--- src/rtl/orientation_histogram_accumulator_pkg.sv ---
// Shared constants for the orientation histogram and the downstream
// maximum-orientation stage: bin geometry and FSM state encoding.
package orientation_histogram_accumulator_pkg;

  localparam int          NUM_BINS  = 36;
  localparam int          BIN_W     = 16;
  localparam int          BIN_IDX_W = 6;
  localparam logic [15:0] BIN_MAX   = 16'hFFFF;

  // FSM encoding; IDLE is all-zero so the reset value is the idle state.
  localparam logic [1:0]  ST_IDLE   = 2'd0;
  localparam logic [1:0]  ST_ACCUM  = 2'd1;
  localparam logic [1:0]  ST_DONE   = 2'd2;

  // A bin index is usable only inside 0..NUM_BINS-1.
  function automatic logic bin_is_legal(input logic [BIN_IDX_W-1:0] idx);
    return (idx < 6'd36);
  endfunction

endpackage

--- src/rtl/orientation_histogram_accumulator_hist_bin_update.sv ---
// One histogram bin: clear on window start, add the sample weight when the
// sample addresses this bin, saturate or wrap on overflow.
module hist_bin_update
  import orientation_histogram_accumulator_pkg::*;
#(
  parameter int                   MAG_W   = 12,
  parameter int                   SAT_EN  = 1,
  parameter logic [BIN_IDX_W-1:0] BIN_IDX = 6'd0
) (
  input  logic                 iclk,
  input  logic                 ireset,
  input  logic                 iclear,
  input  logic                 iaccept,
  input  logic [BIN_IDX_W-1:0] isample_bin,
  input  logic [MAG_W-1:0]     isample_mag,
  output logic [BIN_W-1:0]     obin
);

  localparam int SUM_W = BIN_W + 1;

  logic             hit_s;
  logic [SUM_W-1:0] sum_s;
  logic [BIN_W-1:0] add_s;
  logic [BIN_W-1:0] bin_d;
  logic [BIN_W-1:0] bin_q;

  // Next bin value: a clear with a same-cycle hit starts from the new weight.
  always_comb begin
    hit_s = iaccept && (isample_bin == BIN_IDX);
    sum_s = {1'b0, bin_q} + SUM_W'(isample_mag);
    if ((SAT_EN != 0) && sum_s[BIN_W]) begin
      add_s = BIN_MAX;
    end else begin
      add_s = sum_s[BIN_W-1:0];
    end
    if (iclear) begin
      bin_d = hit_s ? BIN_W'(isample_mag) : 16'h0000;
    end else if (hit_s) begin
      bin_d = add_s;
    end else begin
      bin_d = bin_q;
    end
  end

  // Bin register.
  always_ff @(posedge iclk or negedge ireset) begin
    if (!ireset) begin
      bin_q <= 16'h0000;
    end else begin
      bin_q <= bin_d;
    end
  end

  assign obin = bin_q;

endmodule

--- src/rtl/orientation_histogram_accumulator.sv ---
// Keypoint orientation histogram: accumulates weighted samples into 36 bins
// per window and flags completion with a one-cycle odata_en pulse.
module orientation_histogram_accumulator
  import orientation_histogram_accumulator_pkg::*;
#(
  parameter int MAG_W  = 12,
  parameter int SAT_EN = 1
) (
  input  logic             iclk,
  input  logic             ireset,
  input  logic             istart,
  input  logic             isample_valid,
  input  logic [5:0]       isample_bin,
  input  logic [MAG_W-1:0] isample_mag,
  input  logic             isample_last,
  output logic [15:0]      ostatistics_orientation0,
  output logic [15:0]      ostatistics_orientation1,
  output logic [15:0]      ostatistics_orientation2,
  output logic [15:0]      ostatistics_orientation3,
  output logic [15:0]      ostatistics_orientation4,
  output logic [15:0]      ostatistics_orientation5,
  output logic [15:0]      ostatistics_orientation6,
  output logic [15:0]      ostatistics_orientation7,
  output logic [15:0]      ostatistics_orientation8,
  output logic [15:0]      ostatistics_orientation9,
  output logic [15:0]      ostatistics_orientation10,
  output logic [15:0]      ostatistics_orientation11,
  output logic [15:0]      ostatistics_orientation12,
  output logic [15:0]      ostatistics_orientation13,
  output logic [15:0]      ostatistics_orientation14,
  output logic [15:0]      ostatistics_orientation15,
  output logic [15:0]      ostatistics_orientation16,
  output logic [15:0]      ostatistics_orientation17,
  output logic [15:0]      ostatistics_orientation18,
  output logic [15:0]      ostatistics_orientation19,
  output logic [15:0]      ostatistics_orientation20,
  output logic [15:0]      ostatistics_orientation21,
  output logic [15:0]      ostatistics_orientation22,
  output logic [15:0]      ostatistics_orientation23,
  output logic [15:0]      ostatistics_orientation24,
  output logic [15:0]      ostatistics_orientation25,
  output logic [15:0]      ostatistics_orientation26,
  output logic [15:0]      ostatistics_orientation27,
  output logic [15:0]      ostatistics_orientation28,
  output logic [15:0]      ostatistics_orientation29,
  output logic [15:0]      ostatistics_orientation30,
  output logic [15:0]      ostatistics_orientation31,
  output logic [15:0]      ostatistics_orientation32,
  output logic [15:0]      ostatistics_orientation33,
  output logic [15:0]      ostatistics_orientation34,
  output logic [15:0]      ostatistics_orientation35,
  output logic             odata_en,
  output logic             obusy,
  output logic             obin_error
);

  logic [1:0]       state_d, state_q;
  logic             accept_s;
  logic             data_en_d, data_en_q;
  logic             busy_d, busy_q;
  logic             bin_error_d, bin_error_q;
  logic [BIN_W-1:0] bins_s [NUM_BINS];

  // Sample acceptance, state transitions and registered status outputs.
  // istart takes precedence: it always (re)opens a window.
  always_comb begin
    accept_s = isample_valid && ((state_q == ST_ACCUM) || istart);
    if (istart) begin
      state_d = ST_ACCUM;
    end else begin
      case (state_q)
        ST_IDLE:  state_d = ST_IDLE;
        ST_ACCUM: state_d = (accept_s && isample_last) ? ST_DONE : ST_ACCUM;
        ST_DONE:  state_d = ST_IDLE;
        default:  state_d = ST_IDLE;
      endcase
    end
    if (istart) begin
      bin_error_d = accept_s && !bin_is_legal(isample_bin);
    end else if (accept_s && !bin_is_legal(isample_bin)) begin
      bin_error_d = 1'b1;
    end else begin
      bin_error_d = bin_error_q;
    end
    data_en_d = (state_d == ST_DONE);
    busy_d    = (state_d == ST_ACCUM);
  end

  // Control and status registers.
  always_ff @(posedge iclk or negedge ireset) begin
    if (!ireset) begin
      state_q     <= ST_IDLE;
      data_en_q   <= 1'b0;
      busy_q      <= 1'b0;
      bin_error_q <= 1'b0;
    end else begin
      state_q     <= state_d;
      data_en_q   <= data_en_d;
      busy_q      <= busy_d;
      bin_error_q <= bin_error_d;
    end
  end

  genvar g;
  generate
    for (g = 0; g < NUM_BINS; g++) begin : g_bin
      hist_bin_update #(
        .MAG_W   (MAG_W),
        .SAT_EN  (SAT_EN),
        .BIN_IDX (6'(g))
      ) u_bin (
        .iclk        (iclk),
        .ireset      (ireset),
        .iclear      (istart),
        .iaccept     (accept_s),
        .isample_bin (isample_bin),
        .isample_mag (isample_mag),
        .obin        (bins_s[g])
      );
    end
  endgenerate

  assign odata_en   = data_en_q;
  assign obusy      = busy_q;
  assign obin_error = bin_error_q;

  assign ostatistics_orientation0  = bins_s[0];
  assign ostatistics_orientation1  = bins_s[1];
  assign ostatistics_orientation2  = bins_s[2];
  assign ostatistics_orientation3  = bins_s[3];
  assign ostatistics_orientation4  = bins_s[4];
  assign ostatistics_orientation5  = bins_s[5];
  assign ostatistics_orientation6  = bins_s[6];
  assign ostatistics_orientation7  = bins_s[7];
  assign ostatistics_orientation8  = bins_s[8];
  assign ostatistics_orientation9  = bins_s[9];
  assign ostatistics_orientation10 = bins_s[10];
  assign ostatistics_orientation11 = bins_s[11];
  assign ostatistics_orientation12 = bins_s[12];
  assign ostatistics_orientation13 = bins_s[13];
  assign ostatistics_orientation14 = bins_s[14];
  assign ostatistics_orientation15 = bins_s[15];
  assign ostatistics_orientation16 = bins_s[16];
  assign ostatistics_orientation17 = bins_s[17];
  assign ostatistics_orientation18 = bins_s[18];
  assign ostatistics_orientation19 = bins_s[19];
  assign ostatistics_orientation20 = bins_s[20];
  assign ostatistics_orientation21 = bins_s[21];
  assign ostatistics_orientation22 = bins_s[22];
  assign ostatistics_orientation23 = bins_s[23];
  assign ostatistics_orientation24 = bins_s[24];
  assign ostatistics_orientation25 = bins_s[25];
  assign ostatistics_orientation26 = bins_s[26];
  assign ostatistics_orientation27 = bins_s[27];
  assign ostatistics_orientation28 = bins_s[28];
  assign ostatistics_orientation29 = bins_s[29];
  assign ostatistics_orientation30 = bins_s[30];
  assign ostatistics_orientation31 = bins_s[31];
  assign ostatistics_orientation32 = bins_s[32];
  assign ostatistics_orientation33 = bins_s[33];
  assign ostatistics_orientation34 = bins_s[34];
  assign ostatistics_orientation35 = bins_s[35];

endmodule

--- config.mk ---
export PLATFORM = sky130hd
export DESIGN_NAME = orientation_histogram_accumulator
export DESIGN_NICKNAME = d
export VERILOG_FILES = /design/src/rtl/orientation_histogram_accumulator_pkg.sv /design/src/rtl/orientation_histogram_accumulator_hist_bin_update.sv /design/src/rtl/orientation_histogram_accumulator.sv
export SDC_FILE = /design/constraint.sdc
export NUM_CORES = 2
export LEC_CHECK = 0
export ABC_AREA = 0
export CAP_MARGIN = 5
export CORE_MARGIN = 5
export CORE_UTILIZATION = 45
export CTS_CLUSTER_DIAMETER = 60
export CTS_CLUSTER_SIZE = 16
export DETAILED_ROUTE_END_ITERATION = 8
export PLACE_DENSITY = 0.68
export SYNTH_ARGS = -nofsm -noshare
export SYNTH_HDL_FRONTEND = slang
export SYNTH_SLANG_ARGS = --single-unit
--- constraint.sdc ---
create_clock -name iclk -period 6.8 [get_ports iclk]
set_clock_uncertainty 0.15 [all_clocks]
set_input_delay 1.36 -clock iclk [delete_from_list [all_inputs] [get_ports iclk]]
set_output_delay 1.36 -clock iclk [all_outputs]
set_load 0.005 [all_outputs]
; Word-level counts from Yosys, hierarchy flattened
; Index checks and enable logic that the tools add are counted.
[classes]
reduce_logical = 79
n_mul = 0
n_addsub = 36
div_mod_pow = 0
eq_ne = 38
mux = 149
shifts = 0
bitwise_logic = 0
order_cmp = 1
[op_table]
columns = op, count
row1 = two-way mux 16 bit, 108
row2 = adder 16 x 12 -> 17 bit, 36
row3 = two-way mux 12 bit, 36
row4 = equality test 6 x 5 -> 1 bit (second input constant), 16
row5 = nonzero test 2 bit, 37
row6 = equality test 6 x 4 -> 1 bit (second input constant), 8
row7 = logical AND 1 bit, 39
row8 = equality test 6 x 3 -> 1 bit (second input constant), 4
row9 = equality test 6 bit (second input constant), 4
row10 = equality test 6 x 2 -> 1 bit (second input constant), 2
row11 = equality test 6 x 1 -> 1 bit (second input constant), 1
row12 = logical NOT 6 bit, 1
row13 = less-than comparator 6 bit (second input constant), 1
row14 = two-way mux 2 bit, 3
row15 = equality test 2 x 1 -> 1 bit (second input constant), 2
row16 = equality test 2 bit (second input constant), 1
row17 = two-way mux 1 bit, 2
row18 = logical NOT 1 bit, 1
row19 = logical OR 1 bit, 1
[totals]
mem_bits_ro = 0
out_inout_bits = 579
inputBits = 23
ff_bits = 581
latchBits = 0
mem_bits_rw = 0
mem_count = 0

; Longest topological paths before layout
[logic_depth]
ltp_word = 8
mapped_depth = 10
depth_no_buf = 9

; Cells and area by module
; A second synthesis with hierarchy kept.
[unflattened]
cells_unflattened = 5666
hier_area_um2 = 50084.3
[modules_own_cells]
columns = module, area_each_um2, n_inst, seq_area_each_um2, cells_each
row1 = hist_bin_update (g_bin[5].u_bin ...), 1430.1, 3, 400.4, 157
row2 = hist_bin_update (g_bin[21].u_bin ...), 1347.5, 3, 400.4, 158
row3 = hist_bin_update (g_bin[33].u_bin ...), 1438.9, 2, 400.4, 153
row4 = hist_bin_update (g_bin[4].u_bin ...), 1406.3, 2, 400.4, 152
row5 = hist_bin_update (g_bin[29].u_bin ...), 1381.3, 2, 400.4, 165
row6 = hist_bin_update (g_bin[13].u_bin ...), 1375.1, 2, 400.4, 156
row7 = hist_bin_update (g_bin[17].u_bin ...), 1370.1, 2, 400.4, 160
row8 = hist_bin_update (g_bin[20].u_bin ...), 1362.6, 2, 400.4, 158
row9 = hist_bin_update (g_bin[7].u_bin), 1443.9, 1, 400.4, 152
row10 = hist_bin_update (g_bin[28].u_bin), 1427.6, 1, 400.4, 153
row11 = hist_bin_update (g_bin[2].u_bin), 1410.1, 1, 400.4, 152
row12 = hist_bin_update (g_bin[31].u_bin), 1406.3, 1, 400.4, 151
row13 = hist_bin_update (g_bin[26].u_bin), 1403.8, 1, 400.4, 151
row14 = hist_bin_update (g_bin[3].u_bin), 1400.1, 1, 400.4, 158
row15 = +13 rows, -, -, -, -

; Worst setup path before layout
; Ideal clock, no wire load.
[synth_timing]
kind = input-to-reg
start = input isample_mag[0]
end = register g_bin[17].u_bin.bin_q[13]
arrival_time_ns = 3.591
path_buffers = 0
setup_slack_ns = 2.939
stages = 9
t_required_ns = 6.530
setup_ns = 0.120
cell_sequence = ha_1 > fa_1 > a211oi_2 > o21ai_1 > a41o_1 > o41ai_4 > nor2_1 > or4_1 > o211a_1
[synth_between]
elab_chain_len = 4
[synth_lines]
columns = item, line_no
row1 = from (decl), orientation_histogram_accumulator.sv:14  ; input logic [MAG_W-1:0] isample_mag,
row2 = adder 16 x 12 -> 17 bit, orientation_histogram_accumulator_hist_bin_update.sv:30  ; sum_s = {1'b0, bin_q} + SUM_W'(isample_mag);
row3 = two-way mux 16 bit, orientation_histogram_accumulator_hist_bin_update.sv:31  ; if ((SAT_EN != 0) && sum_s[BIN_W]) begin
row4 = two-way mux 16 bit, orientation_histogram_accumulator_hist_bin_update.sv:38  ; end else if (hit_s) begin
row5 = two-way mux 16 bit, orientation_histogram_accumulator_hist_bin_update.sv:36  ; if (iclear) begin
row6 = to (signal assigned), orientation_histogram_accumulator_hist_bin_update.sv:50  ; bin_q <= bin_d;
row7 = to (decl), orientation_histogram_accumulator_hist_bin_update.sv:25  ; logic [BIN_W-1:0] bin_q;
; No other way between the ends. The select of a mux whose other input is x is not followed.
; A chain may end at the register's enable or synchronous reset.

; Final worst setup path
[layout_timing]
start = input istart
end = register g_bin[24].u_bin.bin_q[15]
[layout_between]
elab_chain_len = 4
word_cells_on_any_way = 5
classes_between = 1 x mux / 4 x reduce/logical
[layout_lines]
columns = item, line_no
row1 = from (decl), orientation_histogram_accumulator.sv:11  ; input logic istart,
row2 = logical OR 1 bit, orientation_histogram_accumulator.sv:67  ; accept_s = isample_valid && ((state_q == ST_ACCUM) || istart);
row3 = logical AND 1 bit, orientation_histogram_accumulator.sv:67
row4 = logical AND 1 bit, orientation_histogram_accumulator_hist_bin_update.sv:29  ; hit_s = iaccept && (isample_bin == BIN_IDX);
row5 = nonzero test 2 bit (no line), -
row6 = to (signal assigned), orientation_histogram_accumulator_hist_bin_update.sv:50
row7 = to (decl), orientation_histogram_accumulator_hist_bin_update.sv:25
; Parallel ways exist; a longest one is shown, timed or not.

==> metrics.yaml <==
setup_path:
  cp_max_fo: 89
  path_cells: "buf_8 -> inv_6 -> a2111oi_4 -> nand2_1 -> nor2_1 -> o31a_1 -> nor2b_1 -> a211oi_1"
  worst_ep_required_time_ns: 7.13
  start_kind: "input port"
  cp.arrival_ns: 4.80
  critical_path_class: "input port to flip-flop"
  crit_path_end_kind: "flip-flop"
  max_stage_delay_ns: 0.87
  cp_slowest_cell: "a2111oi_4"
sta:
  worst_pin_slew_ns: 1.20
  slew_headroom: 0.196
  min_period_ns: 4.47
  setup_tns_ns: 0
  rsz0062_at_grt: "no"
  finalCritPeriodShare: 0.657
  slew_viol_final: 0
  final-hold-violation-count: 0
  setup_violations: 0
  max_freq_ghz: 0.224
finish:
  mostFrequentLayoutCells: "clkdlybuf4s50_1, dfrtp_1, o22ai_1"
  finalNonFillerCells: 7229
  drive_gt1_frac: 0.0608
  multi_input_area_um2: 29900
  area_delta_synth_final_pct: 21.9
  regArea_um2: 14500
  fillers: 9230
  final_nets: 6292
  layout_commonest_cell: "clkdlybuf4s50_1"
placement:
  place.gp.congestion: 0.931
  dp_hpwl_mm: 129
  port-buffer-count: 601
  dp.cells: 7090
clock_network:
  cts_tree: "yes"
  clk_latency_ns: 0.66
  cts_hold_buf: 0
  clock-root-buffer: "clkbuf_16"
  postCtsSetupBuffers: 0
  cts_buffers: 76
  clock_path_buffers: 3
  clk_pin_slew_ns: 0.06
  cts_num_sinks: 581
  cts.repair.resized: 0
  h-tree-depth: 3
global_route:
  grt_util_met2: 0.520
  grtUsageMet1: 0.442
  track_usage: 0.330
  use_met3: 0.0647
  grt_max_degree: 155
  first_global_vias: 43800
  overflow: 0
  grt_pass1_wl_mm: 276
  grt-busiest-layer: "met2"
  antenna_found_initial: 5
synthesis:
  yosys-top-cells-area: "dfrtp_1, ha_1, o22ai_1, o21ai_0, a21oi_1"
  netlist_instances: 5287
  netlist_area_um2: 45800
  synth_edf_count: 0
  synth_area_leader_cell: "dfrtp_1"
  ys_ff_latch: 581
  synth_ff_type: "dfrtp_1"
  synth_area_per_cell_um2: 8.67
  syn_nets: 5778
  ys_async_sr_fraction: 1.00
  synth-seq-area-share: 0.317
  ys_warn_count: 0
  synth_top_cell_area_share: 0.317
  ys_types: 107
power_and_ir_drop:
  leakagePower_nw: 24.1
  p_clk_frac: 0.474
  max-vdd-ir-drop_mv: 0.133
  p_int_w: 0.00627
  powerDensity_nw_per_um2: 161
  power_switching_w: 0.00270
  pwr-share-seq: 0.392
  power_w: 0.00897
  p_comb_frac: 0.134
  p_sw_frac: 0.301
routing:
  via_count: 47100
  via_per_inst: 6.51
  wl_per_cell_um: 25.7
  ant_nets: 0
  drc: 0
  drt-total-wl_mm: 186
  first_pass_iters: 8
  dr.first_iter.drc_count: 4905
floorplan:
  die_h_um: 329
  core_um2: 101000
  dieArea_um2: 108000
  fp.dieW_um: 329
  num_rows: 117
  initial_core_util: 0.452
  boundaryPins: 602
status:
  status: "complete, no violations"
job:
  maxCapViolCount: 0
min_path:
  worstHoldPathType: "flip-flop to flip-flop"
-- flip-flops by register name, summed over array words and instances (netlist names) --
| register | count |
|---|---|
| g_bin.u_bin.obin | 576 |
| obin_error | 1 |
| obusy | 1 |
| odata_en | 1 |
| state_q | 2 |
-- synthesized netlist by cell type, types with 36 or more instances --
cell,n
a211oi_1,123
a21o_1,122
a21oi_1,414
a311oi_1,37
a31oi_1,78
and3_1,53
buf_2,47
clkbuf_1,183
dfrtp_1,581
fa_1,36
ha_1,432
inv_1,95
nand2_1,287
nand2b_1,39
nand3_1,104
nand4_1,48
nor2_1,417
nor2b_1,44
nor3_1,216
o211ai_1,50
o21a_1,74
o21ai_0,425
o21bai_1,37
o22ai_1,488
xnor2_1,171
xor2_1,105
-- power by group through the flow --
stage          Sequential, W  Clock, W  Combinational, W
6_report             0.00352   0.00426           0.00120
5_1_grt              0.00352   0.00444           0.00130
4_1_cts              0.00352   0.00432           0.00118
3_5_place_dp         0.00358         0           0.00118
3_3_place_gp         0.00358         0           0.00116
2_1_floorplan        0.00357         0          0.000666
-- per-layer routing --
layer / share of wire / routed length, um
met3: 0.090 / 16700
met2: 0.45 / 83400
met1: 0.41 / 76500
met4: 0.050 / 9390
met5: 0.00023 / 42
-- critical path: cells and delay by family --
family                 cells  cell delay (ns)
and+or+nand+nor            3             1.25
buffers and inverters      2             0.88
AOI/OAI and AO/OA          3             1.17
-- cell families (layout without fill, tap and decap cells) --
group	count (synthesis)	in the layout	synth area share
buffers and inverters	343	914	0.0300
other	0	3	0
muxes	30	30	0.00661
xor gates and xnor gates	276	276	0.0528
DFF	581	581	0.317
AOI/OAI and AO/OA	2169	2169	0.307
adders and majority gates	468	468	0.134
and+or+nand+nor	1420	1420	0.153
-- stage by stage --
stage	area [um2]	hold slack [ns]	setup WS (ns)	util
final	55800	0.394	2.33	0.550
after detailed placement	53200	0.389	1.77	0.525
after floorplan	45800	0.328	2.94	-
after global placement	53200	0.390	1.82	0.525
after global routing	55800	0.440	2.14	0.550
after CTS	55800	0.393	2.47	0.550
-- final timing paths --
check | endpoint | startpoint | slack, ns | cells after the start
worst min register to register | g_bin[24].u_bin.obin[13]$_DFFE_PN0P_ | g_bin[24].u_bin.obin[13]$_DFFE_PN0P_ | 0.39 | 1
worst max register to register | g_bin[24].u_bin.obin[15]$_DFFE_PN0P_ | state_q[1]$_DFF_PN0_ | 3.21 | 7
worst min-delay path | g_bin[24].u_bin.obin[13]$_DFFE_PN0P_ | g_bin[24].u_bin.obin[13]$_DFFE_PN0P_ | 0.39 | 1
max in group asynchronous | g_bin[13].u_bin.obin[5]$_DFFE_PN0P_ | ireset | 4.42 | 2
min in group asynchronous | g_bin[3].u_bin.obin[14]$_DFFE_PN0P_ | ireset | 0.58 | 1
worst max-delay path | g_bin[24].u_bin.obin[15]$_DFFE_PN0P_ | istart | 2.33 | 8
-- layout make-up --
cell class,count,share of cell area
clock inverter,51,0.0110
timing repair buffer,682,0.120
multi-input combinational,4363,0.536
antenna,3,0.000134
tap,1368,0.0306
inverter,97,0.00661
clock buffer,84,0.0353
sequential,581,0.260
No activity file was read; power rests on OpenSTA's default activity.
